## src/rtl/ds2b_pkg.sv

```systemverilog
// Shared types, default widths and the window-length decode for the ds2b decoders.
package ds2b_pkg;

  localparam int INWD_DEF  = 8;
  localparam int WINWD_DEF = 2 * INWD_DEF;

  typedef enum logic [0:0] {
    IDLE = 1'b0,
    RUN  = 1'b1
  } state_e;

  // A programmed length of zero stands for the full 2^w window.
  function automatic logic [32:0] len_decode(input logic [31:0] len, input int unsigned w);
    if (len == 32'd0) begin
      len_decode = 33'd1 << w;
    end else begin
      len_decode = {1'b0, len};
    end
  endfunction

endpackage

```

## src/rtl/ds2b_win_cnt.sv

```systemverilog
// Loadable window down-counter: tracks the enabled bits left in the current window.
module ds2b_win_cnt
  import ds2b_pkg::*;
#(
  parameter int WINWD = WINWD_DEF
) (
  input  logic           clk,
  input  logic           rst,
  input  logic           load,
  input  logic [WINWD:0] len,
  input  logic           en,
  input  logic           run,
  input  logic           wrap,
  output logic [WINWD:0] rem,
  output logic           last
);

  logic [WINWD:0] rem_q, rem_d;
  logic [WINWD:0] len_q, len_d;

  assign rem  = rem_q;
  assign last = (rem_q == {{WINWD{1'b0}}, 1'b1});

  // Load takes priority; wrap reloads the latched length for back-to-back windows.
  always_comb begin
    rem_d = rem_q;
    len_d = len_q;
    if (load) begin
      rem_d = len;
      len_d = len;
    end else if (run && en) begin
      if (last && wrap) begin
        rem_d = len_q;
      end else begin
        rem_d = rem_q - {{WINWD{1'b0}}, 1'b1};
      end
    end else begin
      rem_d = rem_q;
    end
  end

  // Counter state registers.
  always_ff @(posedge clk or posedge rst) begin
    if (rst) begin
      rem_q <= {(WINWD+1){1'b0}};
      len_q <= {(WINWD+1){1'b0}};
    end else begin
      rem_q <= rem_d;
      len_q <= len_d;
    end
  end

endmodule

```

## src/rtl/ds2b_win_uni.sv

```systemverilog
// Unipolar stochastic-to-binary decoder: counts ones over a programmed window.
// Define DS2B_CONT_EN for continuous back-to-back windows after the first load.
module ds2b_win_uni
  import ds2b_pkg::*;
#(
  parameter int INWD  = INWD_DEF,
  parameter int WINWD = 2 * INWD
) (
  input  logic             clk,
  input  logic             rst,
  input  logic             load,
  input  logic [WINWD-1:0] iLen,
  input  logic             iEn,
  input  logic             iBit,
  output logic [WINWD:0]   oC,
  output logic             oDone,
  output logic             oBusy
);

`ifdef DS2B_CONT_EN
  localparam logic CONT = 1'b1;
`else
  localparam logic CONT = 1'b0;
`endif

  state_e         state_q, state_d;
  logic [WINWD:0] acc_q, acc_d;
  logic [WINWD:0] oc_q, oc_d;
  logic           done_q, done_d;
  logic           busy_q, busy_d;
  logic [WINWD:0] dec_len_s;
  logic [WINWD:0] rem_s;
  logic           last_s;
  logic [WINWD:0] sum_s;

  assign dec_len_s = (WINWD+1)'(len_decode(32'(iLen), WINWD));
  assign sum_s     = acc_q + {{WINWD{1'b0}}, iBit};

  ds2b_win_cnt #(.WINWD(WINWD)) u_cnt (
    .clk  (clk),
    .rst  (rst),
    .load (load),
    .len  (dec_len_s),
    .en   (iEn),
    .run  (state_q == RUN),
    .wrap (CONT),
    .rem  (rem_s),
    .last (last_s)
  );

  // Window FSM: load restarts (and wins over a coinciding final bit), last enabled bit completes.
  always_comb begin
    state_d = state_q;
    acc_d   = acc_q;
    oc_d    = oc_q;
    done_d  = 1'b0;
    case (state_q)
      IDLE: begin
        if (load) begin
          acc_d   = {(WINWD+1){1'b0}};
          state_d = RUN;
        end else begin
          state_d = IDLE;
        end
      end
      RUN: begin
        if (load) begin
          acc_d   = {(WINWD+1){1'b0}};
          state_d = RUN;
        end else if (iEn && last_s) begin
          oc_d    = sum_s;
          done_d  = 1'b1;
          acc_d   = {(WINWD+1){1'b0}};
          state_d = CONT ? RUN : IDLE;
        end else if (iEn) begin
          acc_d = sum_s;
        end else begin
          acc_d = acc_q;
        end
      end
      default: begin
        state_d = IDLE;
      end
    endcase
    busy_d = (state_d == RUN);
  end

  // State, accumulator and output registers.
  always_ff @(posedge clk or posedge rst) begin
    if (rst) begin
      state_q <= IDLE;
      acc_q   <= {(WINWD+1){1'b0}};
      oc_q    <= {(WINWD+1){1'b0}};
      done_q  <= 1'b0;
      busy_q  <= 1'b0;
    end else begin
      state_q <= state_d;
      acc_q   <= acc_d;
      oc_q    <= oc_d;
      done_q  <= done_d;
      busy_q  <= busy_d;
    end
  end

  assign oC    = oc_q;
  assign oDone = done_q;
  assign oBusy = busy_q;

  // rem is only consumed through the last-bit flag.
  logic unused_s;
  assign unused_s = ^rem_s;

endmodule

```

## config.mk

```make
export PLATFORM = sky130hd
export DESIGN_NAME = ds2b_win_uni
export DESIGN_NICKNAME = d
export VERILOG_FILES = /design/src/rtl/ds2b_pkg.sv /design/src/rtl/ds2b_win_cnt.sv /design/src/rtl/ds2b_win_uni.sv
export SDC_FILE = /design/constraint.sdc
export NUM_CORES = 1
export LEC_CHECK = 0
export CORE_AREA = 2 2 97 99
export DETAILED_ROUTE_END_ITERATION = 10
export DIE_AREA = 0 0 99 101
export GPL_TIMING_DRIVEN = 0
export PLACE_DENSITY = 0.68
export SLEW_MARGIN = 20
export SYNTH_ARGS = -nofsm -noshare
export SYNTH_HDL_FRONTEND = slang
export SYNTH_HIERARCHICAL = 1
export SYNTH_SLANG_ARGS = --single-unit
```

## constraint.sdc

```tcl
create_clock -name clk -period 6.15 [get_ports clk]
set_input_delay 1.5375 -clock clk [delete_from_list [all_inputs] [get_ports clk]]
set_output_delay 1.5375 -clock clk [all_outputs]
set_load 0.01 [all_outputs]
```

==> impl_metrics.json, run 1 <==
{
  "outcome": "finished clean",
  "synth.ff_latch_count": 70,
  "dr_total_vias": 3241,
  "part_of_the_cycle_the_worst_path_needs": 0.574,
  "power.static_leakage_nw": 1.96,
  "antenna_found_initial": 0,
  "drt_iter0_markers": 206,
  "ys_async_sr_fraction": 1.00,
  "routed_via_density": 5.53,
  "setup_tns_ns": 0,
  "slew_headroom": 0.509,
  "report.final.hold_viol_count": 0,
  "arrival_time_of_data_at_the_critical_path_endpoint_ns": 3.79,
  "yosys_most_used_dff": "sky130_fd_sc_hd__dfrtp_1",
  "gp_routability_congestion": 0.883,
  "tritoncts": "built",
  "yosys-top-cells-area": "sky130_fd_sc_hd__dfrtp_1 (45%), sky130_fd_sc_hd__nand2_1 (5.3%), sky130_fd_sc_hd__o21ai_0 (4.3%)",
  "wl_um": 9160,
  "netlist_instances": 419,
  "grt_max_degree": 35,
  "groute.usage.overall": 0.198,
  "mostFrequentLayoutCells": "sky130_fd_sc_hd__dfrtp_1 (70), sky130_fd_sc_hd__nand2_1 (55), sky130_fd_sc_hd__clkdlybuf4s50_1 (39)",
  "startpoint_type": "input pin",
  "syn_avg_cell_area_um2": 9.37,
  "synth_enable_flop_cells": 0,
  "skew_ns": 0.00836,
  "crit_path_max_fanout": 10,
  "cts_root_buffer_type": "sky130_fd_sc_hd__clkbuf_8",
  "post_synth_num_cell_types": 59,
  "max_slew.worst_pin.slew_ns": 0.736,
  "cts-hold-fix-buffers": 0,
  "cp_slowest_cell": "sky130_fd_sc_hd__clkdlybuf4s50_1",
  "seq_area_frac_synth": 0.446,
  "antenna_cells_inserted": 0,
  "clock-sinks": 70,
  "post-place-cells": 570,
  "finish_stage_setup_viols": 0,
  "fmax_mhz": 283,
  "power-per-cell-area_nw_per_um2": 217,
  "drt_pre_antenna_iters": 4,
  "cp_slowest_stage_delay_ns": 0.64,
  "first_global_vias": 3138,
  "design.final.nets": 496,
  "wire_per_inst_um": 15.6,
  "globalRoute.totalOverflow": 0,
  "maxCapViolations": 0,
  "post-cts-setup-buffer-count": 0,
  "port_buffers": 39,
  "yosys_warnings": 6,
  "tritoncts_buffers": 9,
  "final-instance-count-excl-fill": 586,
  "drv_slew": 0,
  "timing.hold.worst.class": "register to register",
  "clock_tree.buffer_depth": 2,
  "worstSetupPathType": "input pin to register",
  "synthDominantAreaCellType": "sky130_fd_sc_hd__dfrtp_1",
  "placeable_core_region_um2": 8980,
  "floorplan.die.height_um": 101,
  "io-pin-count": 40,
  "die_width_um": 99,
  "worst-endpoint-required_ns": 6.41,
  "post-route-worst-setup-slack_ns": 2.62,
  "layout-area-overhead-vs-synth_pct": 19.5,
  "post_cts_resized": 0,
  "fp-row-count": 35,
  "worstSkewPairLatency_ns": 0.35,
  "yosys.area.top_type_share": 0.446,
  "critical-path-top-cell-by-count": "sky130_fd_sc_hd__clkbuf_1",
  "remaining_drc_errors": 0,
  "dp.final_hpwl_um": 6650,
  "grt_pass1_wl_um": 15700,
  "finalCriticalPeriod_ns": 3.53,
  "path_clk_slew_ns": 0.08,
  "unrepaired_setup_endpoints_after_global_routing": "no",
  "preCtsSetupSlack_ns": 2.33,
  "ir_drop_mv": 0.0987,
  "worstPathCellList": "clkdlybuf4s50_1, clkbuf_1, clkbuf_1, clkbuf_1, nand2_1, o21ai_0",
  "fp.dieArea_um2": 10000,
  "start_util": 0.437,
  "post_synth_instance_area_um2": 3930,
  "antenna_violating_nets_post_route": 0,
  "fraction_of_final_layout_cells_sized_beyond_drive_strength_1": 0.107,
  "htree_num_levels": 3,
  "syn_nets": 445,
  "worstSetupEndpointType": "register",
  "layout_commonest_cell": "sky130_fd_sc_hd__dfrtp_1",
  "worst_hold_slack_ns": 0.483
}
-- synthesized netlist by cell type (4+ instances only) --
cell type	number
sky130_fd_sc_hd__xnor2_1	10
sky130_fd_sc_hd__nor3b_1	4
sky130_fd_sc_hd__nand2_1	55
sky130_fd_sc_hd__buf_2	7
sky130_fd_sc_hd__a21o_1	4
sky130_fd_sc_hd__nand3_1	11
sky130_fd_sc_hd__clkbuf_1	32
sky130_fd_sc_hd__a21oi_1	14
sky130_fd_sc_hd__nand3b_1	4
sky130_fd_sc_hd__o31ai_1	8
sky130_fd_sc_hd__nor4_1	6
sky130_fd_sc_hd__o211ai_1	5
sky130_fd_sc_hd__o21ai_1	7
sky130_fd_sc_hd__ha_1	5
sky130_fd_sc_hd__xor2_1	9
sky130_fd_sc_hd__a31oi_1	8
sky130_fd_sc_hd__inv_1	18
sky130_fd_sc_hd__nand4_1	6
sky130_fd_sc_hd__mux2_2	6
sky130_fd_sc_hd__nor3_1	9
sky130_fd_sc_hd__nor2_1	17
sky130_fd_sc_hd__nand2b_1	7
sky130_fd_sc_hd__nor4_4	6
sky130_fd_sc_hd__o21ai_0	34
sky130_fd_sc_hd__dfrtp_1	70
-- routing by layer --
| metal | track usage | vias to the layer above | routed length, um |
|---|---|---|---|
| met1 | 0.291 | 1573 | 4460 |
| met4 | 0.0822 | 0 | 189 |
| li1 | - | 1590 | - |
| met3 | 0.0340 | 14 | 373 |
| met2 | 0.290 | 64 | 4140 |
| met5 | 0 | - | 0 |
-- metrics by stage --
| stage | power (mW) | cell area [um^2] | utilization |
|---|---|---|---|
| 6_report | 1.02 | 4690 | 0.523 |
| 5_1_grt | 1.07 | 4690 | 0.523 |
| 4_1_cts | 1.03 | 4690 | 0.523 |
| 3_5_place_dp | 0.635 | 4480 | 0.499 |
| 3_3_place_gp | 0.629 | 4450 | 0.496 |
| 2_1_floorplan | 0.591 | 3930 | - |
-- power by group --
group	switching [mW]	total, mW	leakage [nW]	internal [mW]
sequential	0.0206	0.503	0.908	0.483
combinational	0.0713	0.125	0.954	0.0533
clock	0.183	0.392	0.0976	0.209
-- path summary, 6_finish.rpt --
path	startpoint	end	slack [ns]	depth (start not counted)
hold reg to reg	oC[4]	oC[4]	0.48	2
hold / removal	oC[4]	oC[4]	0.48	2
max in group asynchronous	rst	u_cnt/len_q[13]	4.00	2
min in group asynchronous	rst	acc_q[5]	1.56	2
setup / recovery	load	u_cnt/len_q[2]	2.62	6
setup reg to reg	u_cnt/rem[4]	acc_q[5]	3.15	10
-- worst max-delay path, delay by kind of cell --
family                 cells  cell delay [ns]
buffers and inverters      4             1.94
AND/OR/NAND/NOR            1             0.19
AO/OA/AOI/OAI              1             0.13
-- cells by family (layout without fill, tap and decap cells) --
kind of cell / Yosys count / in the layout / share of synthesized area
flops: 70 / 70 / 0.446
simple gates: 149 / 149 / 0.232
other cells: 1 / 1 / 0.000955
fa+ha+maj: 5 / 5 / 0.0159
compound gates: 106 / 106 / 0.174
buf+inv: 60 / 116 / 0.0634
mux: 9 / 9 / 0.0249
xor+xnor: 19 / 19 / 0.0424
-- state kept, by name (all words and copies together) (netlist names) --
name	flops
acc_q	17
oC	17
u_cnt/len_q	17
u_cnt/rem	17
oBusy	1
oDone	1
-- final cells by class --
type                    instances  area, um^2
clock inverters                 5        57.6
clock buffers                  11         151
fillers                       836        4290
well taps                     111         139
plain buffers                  42         181
repair buffers                 40         418
inverters                      18        67.6
multi-input cells             289        1920
flip-flops and latches         70        1750
(Power assumes the default switching activity.)
==> inputs of run 2 (changes only) <==
- clock period: 6.15 -> 3.3 ns (I/O delays scaled with it)
==> results of run 2 <==
Same layout as run 1 (identical final DEF). Status: finished clean.
Main changes from that run: setup slack after placement 2.33 ns -> 0.196 ns; setup slack after layout 2.62 ns -> 0.304 ns; start point of the critical path load -> u_cnt/rem[4]; end point of the critical path u_cnt/len_q[2] -> acc_q[5]; register-to-register setup slack 3.15 ns -> 0.30 ns; total power 1.02 mW -> 1.90 mW; worst IR drop on VDD 0.0987 mV -> 0.184 mV
==> inputs of run 3 (changes only) <==
- CORE_AREA: 2 2 97 99 -> 2 2 88 90
- DIE_AREA: 0 0 99 101 -> 0 0 90 92
- PLACE_DENSITY: 0.68 -> 0.8
==> impl_metrics.json, run 3 (synthesis results as in run 1) <==
{
  "outcome": "finished clean",
  "post_cts_resized": 0,
  "worstSkewPairLatency_ns": 0.36,
  "report.final.hold_viol_count": 0,
  "min_path_cells": 2,
  "first_global_vias": 3283,
  "ir_drop_mv": 0.283,
  "cts-hold-fix-buffers": 0,
  "die_width_um": 90,
  "io-pin-count": 40,
  "slew_headroom": 0.491,
  "design.final.nets": 495,
  "setup_tns_ns": 0,
  "dr_total_vias": 3386,
  "arrival_time_of_data_at_the_critical_path_endpoint_ns": 3.18,
  "antenna_cells_inserted": 0,
  "layout_commonest_cell": "sky130_fd_sc_hd__dfrtp_1",
  "path_clk_slew_ns": 0.08,
  "wire_per_inst_um": 16.7,
  "finish_stage_setup_viols": 0,
  "unrepaired_setup_endpoints_after_global_routing": "no",
  "mostFrequentLayoutCells": "sky130_fd_sc_hd__dfrtp_1 (70), sky130_fd_sc_hd__nand2_1 (55), sky130_fd_sc_hd__clkdlybuf4s50_1 (39)",
  "maxCapViolations": 0,
  "final_util": 0.622,
  "antenna_violating_nets_post_route": 0,
  "clock_tree.buffer_depth": 2,
  "fp-row-count": 32,
  "fmax_mhz": 338,
  "antenna_found_initial": 0,
  "floorplan.die.height_um": 92,
  "cts_root_buffer_type": "sky130_fd_sc_hd__clkbuf_8",
  "stdcell_area_um2": 4630,
  "worstSetupPathType": "register to register",
  "groute.usage.overall": 0.244,
  "dp.final_hpwl_um": 6650,
  "tritoncts": "built",
  "clock-sinks": 70,
  "depth_of_the_worst_register_to_register_path": 10,
  "drt_pre_antenna_iters": 5,
  "power.static_leakage_nw": 1.94,
  "gp_routability_congestion": 0.904,
  "worstPathCellList": "nor4_4, nand4_4, buf_6, nor2b_1, nand4bb_1, clkbuf_1, buf_2, a21oi_1, o21ai_0, o31ai_1",
  "layout-area-overhead-vs-synth_pct": 18.0,
  "post-cts-setup-buffer-count": 0,
  "start_util": 0.527,
  "skew_ns": 0.0139,
  "dpl_cell_area_um2": 4440,
  "remaining_drc_errors": 0,
  "placeable_core_region_um2": 7450,
  "drv_slew": 0,
  "post-route-worst-setup-slack_ns": 0.344,
  "power-per-cell-area_nw_per_um2": 401,
  "crit_path_max_fanout": 10,
  "cp_slowest_cell": "sky130_fd_sc_hd__nor4_4",
  "startpoint_type": "register",
  "port_buffers": 39,
  "crit_cells": 10,
  "cp.buffers_inverters": 3,
  "worst-endpoint-required_ns": 3.53,
  "htree_num_levels": 3,
  "grt_max_degree": 37,
  "finalCriticalPeriod_ns": 2.96,
  "timing.hold.worst.class": "register to register",
  "fraction_of_final_layout_cells_sized_beyond_drive_strength_1": 0.104,
  "wl_um": 9590,
  "max_slew.worst_pin.slew_ns": 0.763,
  "globalRoute.totalOverflow": 0,
  "tritoncts_buffers": 9,
  "drt_iter0_markers": 265,
  "worstSetupEndpointType": "register",
  "routed_via_density": 5.89,
  "cp_slowest_stage_delay_ns": 0.60,
  "part_of_the_cycle_the_worst_path_needs": 0.896,
  "grt_pass1_wl_um": 16100,
  "cp_top_family": "simple AND/OR/NAND/NOR gates",
  "preCtsSetupSlack_ns": 0.209,
  "fp.dieArea_um2": 8280
}
-- run 3: cell types whose count changed in the layout (fill, tap and decap cells not counted) --
cell,previous run,this run
sky130_fd_sc_hd__buf_16,1,0
sky130_fd_sc_hd__clkinv_2,1,2
sky130_fd_sc_hd__clkbuf_8,11,9
sky130_fd_sc_hd__clkinv_4,0,1
sky130_fd_sc_hd__clkinvlp_4,3,2
-- run 3: path summary, 6_finish.rpt --
path | from | end | slack [ns]
worst max register to register | u_cnt/rem[4] | acc_q[5] | 0.34
worst min register to register | oC[15] | oC[15] | 0.48
worst min-delay path | oC[15] | oC[15] | 0.48
max in group asynchronous | rst | oC[11] | 1.83
worst max-delay path | u_cnt/rem[4] | acc_q[5] | 0.34
min in group asynchronous | rst | u_cnt/rem[7] | 0.98
-- run 3: worst register-to-register path, delay by kind of cell (launching register included) --
kind | cells | cell delay (ns)
compound gates | 3 | 0.36
flops | 1 | 0.45
simple gates | 4 | 1.18
buf+inv | 3 | 0.85
-- run 3: routing by layer --
metal / wire, um / track usage / share of wire
met4: 188 / 0.112 / 0.020
met5: 0 / 0 / 0
met3: 511 / 0.0460 / 0.053
met2: 4480 / 0.380 / 0.47
met1: 4410 / 0.333 / 0.46
-- run 3: cell type report --
class	instances	area, um^2
multi-input combinational	289	1920
inverter	18	67.6
clock buffer	9	124
buffer	42	181
fill	637	2820
sequential	70	1750
tap	102	128
clock inverter	6	63.8
timing repair buffer	39	390
-- run 3: per-stage QoR --
step                      total power [mW]  hold WS [ns]  instances
after floorplan                       1.10         0.449        419
after global placement                1.17         0.465        560
after detailed placement              1.18         0.474        560
after CTS                             1.85         0.491        575
after global routing                  1.93         0.510        575
final                                 1.86         0.484        575
-- run 3: power breakdown --
part | total [mW] | switching, mW | internal (mW)
Clock | 0.684 | 0.341 | 0.343
Combinational | 0.233 | 0.137 | 0.0963
Sequential | 0.939 | 0.0398 | 0.899
